**src/rtl/ha_array_mul_seq_if.sv**
```systemverilog
// Handshake bundle between the requesting datapath and ha_array_mul_seq.
//   in_valid/in_ready/in_x/in_y     : operand pair request channel
//   out_valid/out_ready/out_p/out_sat : product response channel
// master = requester side, slave = controller side.
interface ha_array_mul_seq_if;
  logic        in_valid;
  logic        in_ready;
  logic [7:0]  in_x;
  logic [7:0]  in_y;
  logic        out_valid;
  logic        out_ready;
  logic [15:0] out_p;
  logic        out_sat;

  modport master (
    output in_valid, in_x, in_y, out_ready,
    input  in_ready, out_valid, out_p, out_sat
  );

  modport slave (
    input  in_valid, in_x, in_y, out_ready,
    output in_ready, out_valid, out_p, out_sat
  );
endinterface

```
**src/rtl/ha_array_mul_seq.sv**
```systemverilog
// Sequencing controller for the ha_array partial-product stage of the 8x8
// approximate multiplier. Accepts an operand pair, drives it to the stage,
// captures the four row pairs, accumulates them into a saturated 16-bit
// product over 4/ROWS_PER_CYCLE cycles and returns it over a handshake.
// Ports:
//   clk, rst          : clock, synchronous active-high reset
//   bus (slave)       : in_valid/in_ready/in_x/in_y, out_valid/out_ready/out_p/out_sat
//   flush             : synchronous abort of the operation in flight
//   op_x, op_y        : operands held for the ha_array stage
//   ha_b0..3, ha_t0..3: row vectors returned by the stage (sampled in CAPT)
//   busy              : controller not idle
//   op_count          : consumed products, wrapping
module ha_array_mul_seq #(
  parameter int unsigned ROWS_PER_CYCLE = 1,
  parameter int unsigned CNT_W          = 16
) (
  input  logic                 clk,
  input  logic                 rst,
  ha_array_mul_seq_if.slave    bus,
  input  logic                 flush,
  output logic [7:0]           op_x,
  output logic [7:0]           op_y,
  input  logic [6:0]           ha_b0,
  input  logic [6:0]           ha_b1,
  input  logic [6:0]           ha_b2,
  input  logic [6:0]           ha_b3,
  input  logic [8:0]           ha_t0,
  input  logic [8:0]           ha_t1,
  input  logic [8:0]           ha_t2,
  input  logic [8:0]           ha_t3,
  output logic                 busy,
  output logic [CNT_W-1:0]     op_count
);

  localparam int unsigned ACC_W = 17;
  localparam int unsigned ROW_W = 10;

  typedef enum logic [1:0] {S_IDLE, S_CAPT, S_ACC, S_DONE} state_t;

  state_t           state_q, state_d;
  logic [6:0]       cap_b [4];
  logic [8:0]       cap_t [4];
  logic [ACC_W-1:0] acc_q;
  logic [1:0]       row_q;
  logic [CNT_W-1:0] cnt_q;

  logic             accept_c;
  logic             consume_c;
  logic             last_c;
  logic [ACC_W-1:0] add_c;
  logic [1:0]       k_c;
  logic [ROW_W-1:0] row_c;

  // Ready drops while flushing so a same-cycle handshake is never taken.
  assign bus.in_ready = !flush &&
                        ((state_q == S_IDLE) || ((state_q == S_DONE) && bus.out_ready));
  assign accept_c     = bus.in_valid && bus.in_ready;
  assign consume_c    = (state_q == S_DONE) && bus.out_ready && !flush;
  // Row base of the final ACC step; rows 4-ROWS_PER_CYCLE..3 finish the sum.
  assign last_c       = (row_q == 2'(4 - ROWS_PER_CYCLE));

  // State register.
  always_ff @(posedge clk) begin
    if (rst) state_q <= S_IDLE;
    else     state_q <= state_d;
  end

  // Next-state logic.
  always_comb begin
    state_d = state_q;
    if (flush) begin
      state_d = S_IDLE;
    end else begin
      case (state_q)
        S_IDLE: if (accept_c) state_d = S_CAPT;
        S_CAPT: state_d = S_ACC;
        S_ACC:  if (last_c) state_d = S_DONE;
        S_DONE: if (consume_c) state_d = accept_c ? S_CAPT : S_IDLE;
        default: state_d = S_IDLE;
      endcase
    end
  end

  // Sum of the rows handled this ACC step: R_k = (t_k + 4*b_k) << 2k.
  always_comb begin
    add_c = '0;
    k_c   = '0;
    row_c = '0;
    for (int unsigned i = 0; i < ROWS_PER_CYCLE; i++) begin
      k_c   = 2'(row_q + 2'(i));
      row_c = ROW_W'(cap_t[k_c]) + ROW_W'({cap_b[k_c], 2'b00});
      add_c = add_c + (ACC_W'(row_c) << {k_c, 1'b0});
    end
  end

  // Operand, capture, accumulator and counter registers.
  always_ff @(posedge clk) begin
    if (rst) begin
      op_x  <= '0;
      op_y  <= '0;
      acc_q <= '0;
      row_q <= '0;
      cnt_q <= '0;
      for (int i = 0; i < 4; i++) begin
        cap_b[i] <= '0;
        cap_t[i] <= '0;
      end
    end else begin
      if (accept_c) begin
        op_x <= bus.in_x;
        op_y <= bus.in_y;
      end
      if (consume_c) cnt_q <= cnt_q + CNT_W'(1);
      if (flush) begin
        acc_q <= '0;
        row_q <= '0;
      end else if (state_q == S_CAPT) begin
        cap_b[0] <= ha_b0;
        cap_b[1] <= ha_b1;
        cap_b[2] <= ha_b2;
        cap_b[3] <= ha_b3;
        cap_t[0] <= ha_t0;
        cap_t[1] <= ha_t1;
        cap_t[2] <= ha_t2;
        cap_t[3] <= ha_t3;
        acc_q    <= '0;
        row_q    <= '0;
      end else if (state_q == S_ACC) begin
        acc_q <= acc_q + add_c;
        row_q <= 2'(row_q + 2'(ROWS_PER_CYCLE));
      end
    end
  end

  // Outputs are decodes of registered state only.
  assign bus.out_valid = (state_q == S_DONE);
  assign bus.out_sat   = acc_q[ACC_W-1];
  assign bus.out_p     = acc_q[ACC_W-1] ? 16'hFFFF : acc_q[15:0];
  assign busy          = (state_q != S_IDLE);
  assign op_count      = cnt_q;

endmodule

```
**src/flat_wrapper.sv**
```systemverilog
// flat-port wrapper written by rule: the top's interface ports become plain ports
module ha_array_mul_seq_flat 
#(
  parameter int unsigned ROWS_PER_CYCLE = 1,
  parameter int unsigned CNT_W          = 16
)
  (clk, rst, flush, op_x, op_y, ha_b0, ha_b1, ha_b2, ha_b3, ha_t0, ha_t1, ha_t2, ha_t3, busy, op_count, bus_in_valid, bus_in_x, bus_in_y, bus_out_ready, bus_in_ready, bus_out_valid, bus_out_p, bus_out_sat);
  ha_array_mul_seq_if bus_i ();
  input  logic clk;
  input  logic rst;
  input  logic flush;
  output logic [7:0] op_x;
  output logic [7:0] op_y;
  input  logic [6:0] ha_b0;
  input  logic [6:0] ha_b1;
  input  logic [6:0] ha_b2;
  input  logic [6:0] ha_b3;
  input  logic [8:0] ha_t0;
  input  logic [8:0] ha_t1;
  input  logic [8:0] ha_t2;
  input  logic [8:0] ha_t3;
  output logic busy;
  output logic [CNT_W-1:0] op_count;
  input wire logic [$bits(bus_i.in_valid)-1:0] bus_in_valid;
  input wire logic [$bits(bus_i.in_x)-1:0] bus_in_x;
  input wire logic [$bits(bus_i.in_y)-1:0] bus_in_y;
  input wire logic [$bits(bus_i.out_ready)-1:0] bus_out_ready;
  output wire logic [$bits(bus_i.in_ready)-1:0] bus_in_ready;
  output wire logic [$bits(bus_i.out_valid)-1:0] bus_out_valid;
  output wire logic [$bits(bus_i.out_p)-1:0] bus_out_p;
  output wire logic [$bits(bus_i.out_sat)-1:0] bus_out_sat;
  assign bus_i.in_valid = bus_in_valid;
  assign bus_i.in_x = bus_in_x;
  assign bus_i.in_y = bus_in_y;
  assign bus_i.out_ready = bus_out_ready;
  assign bus_in_ready = bus_i.in_ready;
  assign bus_out_valid = bus_i.out_valid;
  assign bus_out_p = bus_i.out_p;
  assign bus_out_sat = bus_i.out_sat;
  ha_array_mul_seq #(.ROWS_PER_CYCLE(ROWS_PER_CYCLE), .CNT_W(CNT_W)) u_core (.clk(clk), .rst(rst), .bus(bus_i), .flush(flush), .op_x(op_x), .op_y(op_y), .ha_b0(ha_b0), .ha_b1(ha_b1), .ha_b2(ha_b2), .ha_b3(ha_b3), .ha_t0(ha_t0), .ha_t1(ha_t1), .ha_t2(ha_t2), .ha_t3(ha_t3), .busy(busy), .op_count(op_count));
endmodule
```
**config.mk**
```make
export PLATFORM = sky130hd
export DESIGN_NAME = ha_array_mul_seq_flat
export DESIGN_NICKNAME = d
export VERILOG_FILES = /design/src/rtl/ha_array_mul_seq_if.sv /design/src/rtl/ha_array_mul_seq.sv /design/src/flat_wrapper.sv
export SDC_FILE = /design/constraint.sdc
export NUM_CORES = 1
export LEC_CHECK = 0
export BUFFER_PORTS_ARGS = -buffer_cell sky130_fd_sc_hd__buf_2
export CAP_MARGIN = 5
export CORE_UTILIZATION = 50
export CTS_CLUSTER_DIAMETER = 80
export DETAILED_ROUTE_END_ITERATION = 16
export PLACE_DENSITY = 0.81
export SLEW_MARGIN = 20
export SYNTH_ARGS = -nofsm -noshare
export SYNTH_HDL_FRONTEND = slang
export SYNTH_SLANG_ARGS = --single-unit
```
**constraint.sdc**
```tcl
create_clock -name clk -period 8 [get_ports clk]
set_input_delay 0.4 -clock clk [delete_from_list [all_inputs] [get_ports clk]]
set_output_delay 0.4 -clock clk [all_outputs]
set_load 0.02 [all_outputs]
```
==> flow_metrics.env <==
export IMPL_status="finished, final reports clean"
export IMPL_cpLargestDelayFamily="compound AO/OA/AOI/OAI gates"
export IMPL_worstHoldPathType="primary input to flip-flop"
export IMPL_power_leakage_nw=3.412
export IMPL_critPathRequiredTime_ns=8.29
export IMPL_die_area_um2=13190
export IMPL_synthTopCellsByCount="sky130_fd_sc_hd__and2_1 (67), sky130_fd_sc_hd__edfxtp_1 (64), sky130_fd_sc_hd__dfxtp_1 (55), sky130_fd_sc_hd__nor2_1 (55)"
export IMPL_synth_seq_cells=119
export IMPL_timing_setup_critical_path_class="flip-flop to flip-flop"
export IMPL_setup_repair_after_global_routing_missed_its_margin="no"
export IMPL_timing_final_setup_violations=0
export IMPL_path_buf_inv=0
export IMPL_synth_edf_count=64
export IMPL_timing_clock_skew_ns=0.006985
export IMPL_floorplan_die_height_um=114.9
export IMPL_placement_rows=40
export IMPL_drc_errors=0
export IMPL_syn_area_um2=6369
export IMPL_route_vias_total=4780
export IMPL_max_freq_mhz=218.8
export IMPL_yosys_cell_types=55
export IMPL_critical_path_endpoint="u_core.acc_q[15]$_SDFFE_PP0P_"
export IMPL_ctsHtreeMaxLevel=4
export IMPL_wl_per_cell_um=15.04
export IMPL_yosysMostFrequentCell="sky130_fd_sc_hd__and2_1"
export IMPL_detailed_place_hpwl_mm=9.817
export IMPL_drv_max_cap_violation_count=0
export IMPL_finalHoldWorstSlack_ns=0.2239
export IMPL_detailed_place_area_um2=7154
export IMPL_worstPathArrival_ns=4.86
export IMPL_overflow=0
export IMPL_routed_wirelength_mm=13.50
export IMPL_worst_skew_pair_late_latency_ns=0.41
export IMPL_number_of_clock_buffers_inserted_by_tritoncts=17
export IMPL_setup_tns_ns=0
export IMPL_post_cts_setup_buffers=0
export IMPL_fin_crit_ns=4.570
export IMPL_clock_sinks=119
export IMPL_mean_post_synth_cell_area_um2=10.85
export IMPL_drive_gt1_share_pct=29.63
export IMPL_track_usage_pct=21.66
export IMPL_grt_pass1_wl_mm=21.97
export IMPL_die_w_um=114.9
export IMPL_critical_path_reg2reg_endpoint="u_core.acc_q[15]$_SDFFE_PP0P_"
export IMPL_post_synth_top_area_fraction_pct=30.18
export IMPL_detail_route_first_pass_iterations=5
export IMPL_power_per_cell_area_nw_per_um2=204.6
export IMPL_core_region_area_um2=12210
export IMPL_starting_density_of_the_core_pct=52.15
export IMPL_ctsHoldBuffers=0
export IMPL_ys_top_cells_by_area="sky130_fd_sc_hd__edfxtp_1 (30%), sky130_fd_sc_hd__dfxtp_1 (17%), sky130_fd_sc_hd__and2_1 (6.6%), sky130_fd_sc_hd__ha_1 (6.1%), sky130_fd_sc_hd__mux4_2 (5.7%)"
export IMPL_crit_path_cell_trace="mux4_2 -> ha_1 -> fa_1 -> a21oi_1 -> o21ai_0 -> nand2b_1 -> mux2_2 -> o211ai_1 -> mux2i_1 -> ha_1 -> a21o_1 -> a32oi_1 -> a31oi_1 -> a31oi_1 -> xor2_1 -> o21ai_1"
export IMPL_final_hold_violation_count=0
export IMPL_crit_path_start_kind="flip-flop"
export IMPL_critical_path_max_stage_delay_ns=0.70
export IMPL_layout_nets=834
export IMPL_grt_pass1_vias=4646
export IMPL_setup_reg_to_reg_worst_slack_ns=3.43
export IMPL_cts_root_buffer="sky130_fd_sc_hd__clkbuf_16"
export IMPL_postCtsResizedCells=0
export IMPL_netlist_top_cell_by_area="sky130_fd_sc_hd__edfxtp_1"
export IMPL_layout_worst_path_cycle_share_pct=57.12
export IMPL_synth_cells=587
export IMPL_timing_critical_path_fanout_max=16
export IMPL_finish_cell_count_without_fillers=897
export IMPL_reg2regPathDepth=16
export IMPL_syn_to_final_growth_pct=21.95
export IMPL_final_weighted_congestion_in_routability_driven_placement=0.8875
export IMPL_path_clk_slew_ns=0.06
export IMPL_antenna_found_initial=0
export IMPL_fill_cells=975
export IMPL_tightestPinTransition_ns=0.7921
export IMPL_cts_tree="yes"
export IMPL_max_slew_margin_pct=47.12
export IMPL_logic_depth_of_the_worst_path_buffers_included=16
export IMPL_vdd_ir_drop_max_mv=0.1767
export IMPL_critical_path_slowest_cell="sky130_fd_sc_hd__dfxtp_2"
export IMPL_timing_final_max_slew_violations=0
export IMPL_final_antenna_net_count=0
export IMPL_cts_max_path_buffers=2
export IMPL_dp_cells=865
export IMPL_synth_yosys_seq_area_share_pct=47.47
export IMPL_buffer_ports_inserted=136
export IMPL_dominantRegCellSynth="sky130_fd_sc_hd__edfxtp_1"
export IMPL_synth_async_reset_ratio_pct=0
export IMPL_yosys_warnings=0
export IMPL_pin_count_of_the_biggest_net_entering_global_routing=65
export IMPL_postSynthNetCount=705
export IMPL_design_portCount=137
export IMPL_drt_iter0_markers=304
export IMPL_postLayoutCellArea_um2=7766
export IMPL_element_type_at_the_critical_path_end="flip-flop"
export IMPL_via_per_inst=5.329
export IMPL_diodes=0
[worst register-to-register path: stages (launching register included)]
cell and delay (ns):
sky130_fd_sc_hd__dfxtp_2 0.70, sky130_fd_sc_hd__mux4_2 0.59, sky130_fd_sc_hd__ha_1 0.24, sky130_fd_sc_hd__fa_1 0.42
sky130_fd_sc_hd__a21oi_1 0.21, sky130_fd_sc_hd__o21ai_0 0.14, sky130_fd_sc_hd__nand2b_1 0.18, sky130_fd_sc_hd__mux2_2 0.27
sky130_fd_sc_hd__o211ai_1 0.20, sky130_fd_sc_hd__mux2i_1 0.14, sky130_fd_sc_hd__ha_1 0.40, sky130_fd_sc_hd__a21o_1 0.24
sky130_fd_sc_hd__a32oi_1 0.21, sky130_fd_sc_hd__a31oi_1 0.11, sky130_fd_sc_hd__a31oi_1 0.18, sky130_fd_sc_hd__xor2_1 0.16
sky130_fd_sc_hd__o21ai_1 0.06
[sequential cells by signal, indices dropped and copies added, names as in the netlist, named ones only]
| signal | flops |
|---|---|
| u_core.cap_t | 36 |
| u_core.state_q | 2 |
| u_core.row_q | 2 |
| u_core.op_count | 16 |
| u_core.op_x | 8 |
| u_core.cap_b | 28 |
| u_core.acc_q | 17 |
| u_core.op_y | 8 |
[metal layers]
layer / vias up / track usage [%] / share of wire (%)
met1: 2237 / 27.47 / 44
li1: 2377 / - / -
met4: 0 / 9.437 / 1.8
met3: 24 / 5.640 / 4.5
met2: 142 / 35.10 / 49
met5: - / 0 / 0
[stage by stage]
stage,total power [mW],util (%),setup slack [ns]
2_1_floorplan,0.7648,-,3.922
3_3_place_gp,0.8030,58.59,3.141
3_5_place_dp,0.8084,58.59,3.034
4_1_cts,1.601,63.59,2.998
5_1_grt,1.639,63.60,3.028
6_report,1.589,63.60,3.430
[how the worst min path moves through the flow]
stage | from | end | slack [ns] | cells after the start
finish | bus_in_x[6] | u_core.op_x[6]$_SDFFE_PP0P_ | 0.22 | 3
global route | bus_in_y[2] | u_core.op_y[2]$_SDFFE_PP0P_ | 0.22 | 3
CTS | bus_in_x[6] | u_core.op_x[6]$_SDFFE_PP0P_ | 0.21 | 3
detailed placement | u_core.acc_q[15]$_SDFFE_PP0P_ | u_core.acc_q[15]$_SDFFE_PP0P_ | 0.48 | 2
global placement | u_core.op_y[3]$_SDFFE_PP0P_ | u_core.op_y[3]$_SDFFE_PP0P_ | 0.47 | 2
floorplan | u_core.acc_q[11]$_SDFFE_PP0P_ | u_core.acc_q[11]$_SDFFE_PP0P_ | 0.44 | 2
[logic make-up (layout without fill, tap and decap cells)]
group,after synthesis,after routing,share of synthesized area [%]
muxes,46,46,10.43
AOI/OAI and AO/OA,102,102,10.00
and+or+nand+nor,224,224,19.51
xor gates and xnor gates,23,23,3.163
adders and majority gates,33,33,6.719
DFF,119,119,47.47
buffers and inverters,40,182,2.711
[power by group]
group / leakage, nW / total [mW] / internal, mW / switching [mW]
clock network: 0.296 / 0.793 / 0.518 / 0.276
logic: 2.01 / 0.124 / 0.0543 / 0.0700
registers: 1.11 / 0.672 / 0.665 / 0.00706
total: 3.41 / 1.59 / 1.24 / 0.353
[final cells by class]
| class | count | area (µm²) | share of cell area [%] |
|---|---|---|---|
| Clock buffer | 18 | 429.2 | 5.526 |
| Clock inverter | 14 | 181.4 | 2.336 |
| Multi-Input combinational cell | 428 | 3181 | 40.95 |
| Timing Repair Buffer | 138 | 695.7 | 8.958 |
| Tap cell | 168 | 210.2 | 2.707 |
| Sequential cell | 119 | 3024 | 38.94 |
| Inverter | 12 | 45.04 | 0.5800 |
[layout by cell type, fill, tap and decap left out, types with 6 or more instances in the layout]
cell type	count
sky130_fd_sc_hd__o21a_1	8
sky130_fd_sc_hd__nor2_1	55
sky130_fd_sc_hd__dfxtp_1	54
sky130_fd_sc_hd__mux2i_1	27
sky130_fd_sc_hd__clkbuf_16	17
sky130_fd_sc_hd__buf_2	136
sky130_fd_sc_hd__o21ai_1	6
sky130_fd_sc_hd__ha_1	31
sky130_fd_sc_hd__or3_1	6
sky130_fd_sc_hd__nand3_1	10
sky130_fd_sc_hd__a31oi_1	6
sky130_fd_sc_hd__or2_2	16
sky130_fd_sc_hd__mux4_2	16
sky130_fd_sc_hd__a21o_1	8
sky130_fd_sc_hd__a21oi_1	28
sky130_fd_sc_hd__xnor2_1	8
sky130_fd_sc_hd__nand2_1	31
sky130_fd_sc_hd__xor2_1	15
sky130_fd_sc_hd__o21ai_0	21
sky130_fd_sc_hd__and2_1	67
sky130_fd_sc_hd__inv_1	12
sky130_fd_sc_hd__nor3_1	6
sky130_fd_sc_hd__clkinv_2	6
sky130_fd_sc_hd__edfxtp_1	64
Power figures use the tool's default switching activity.
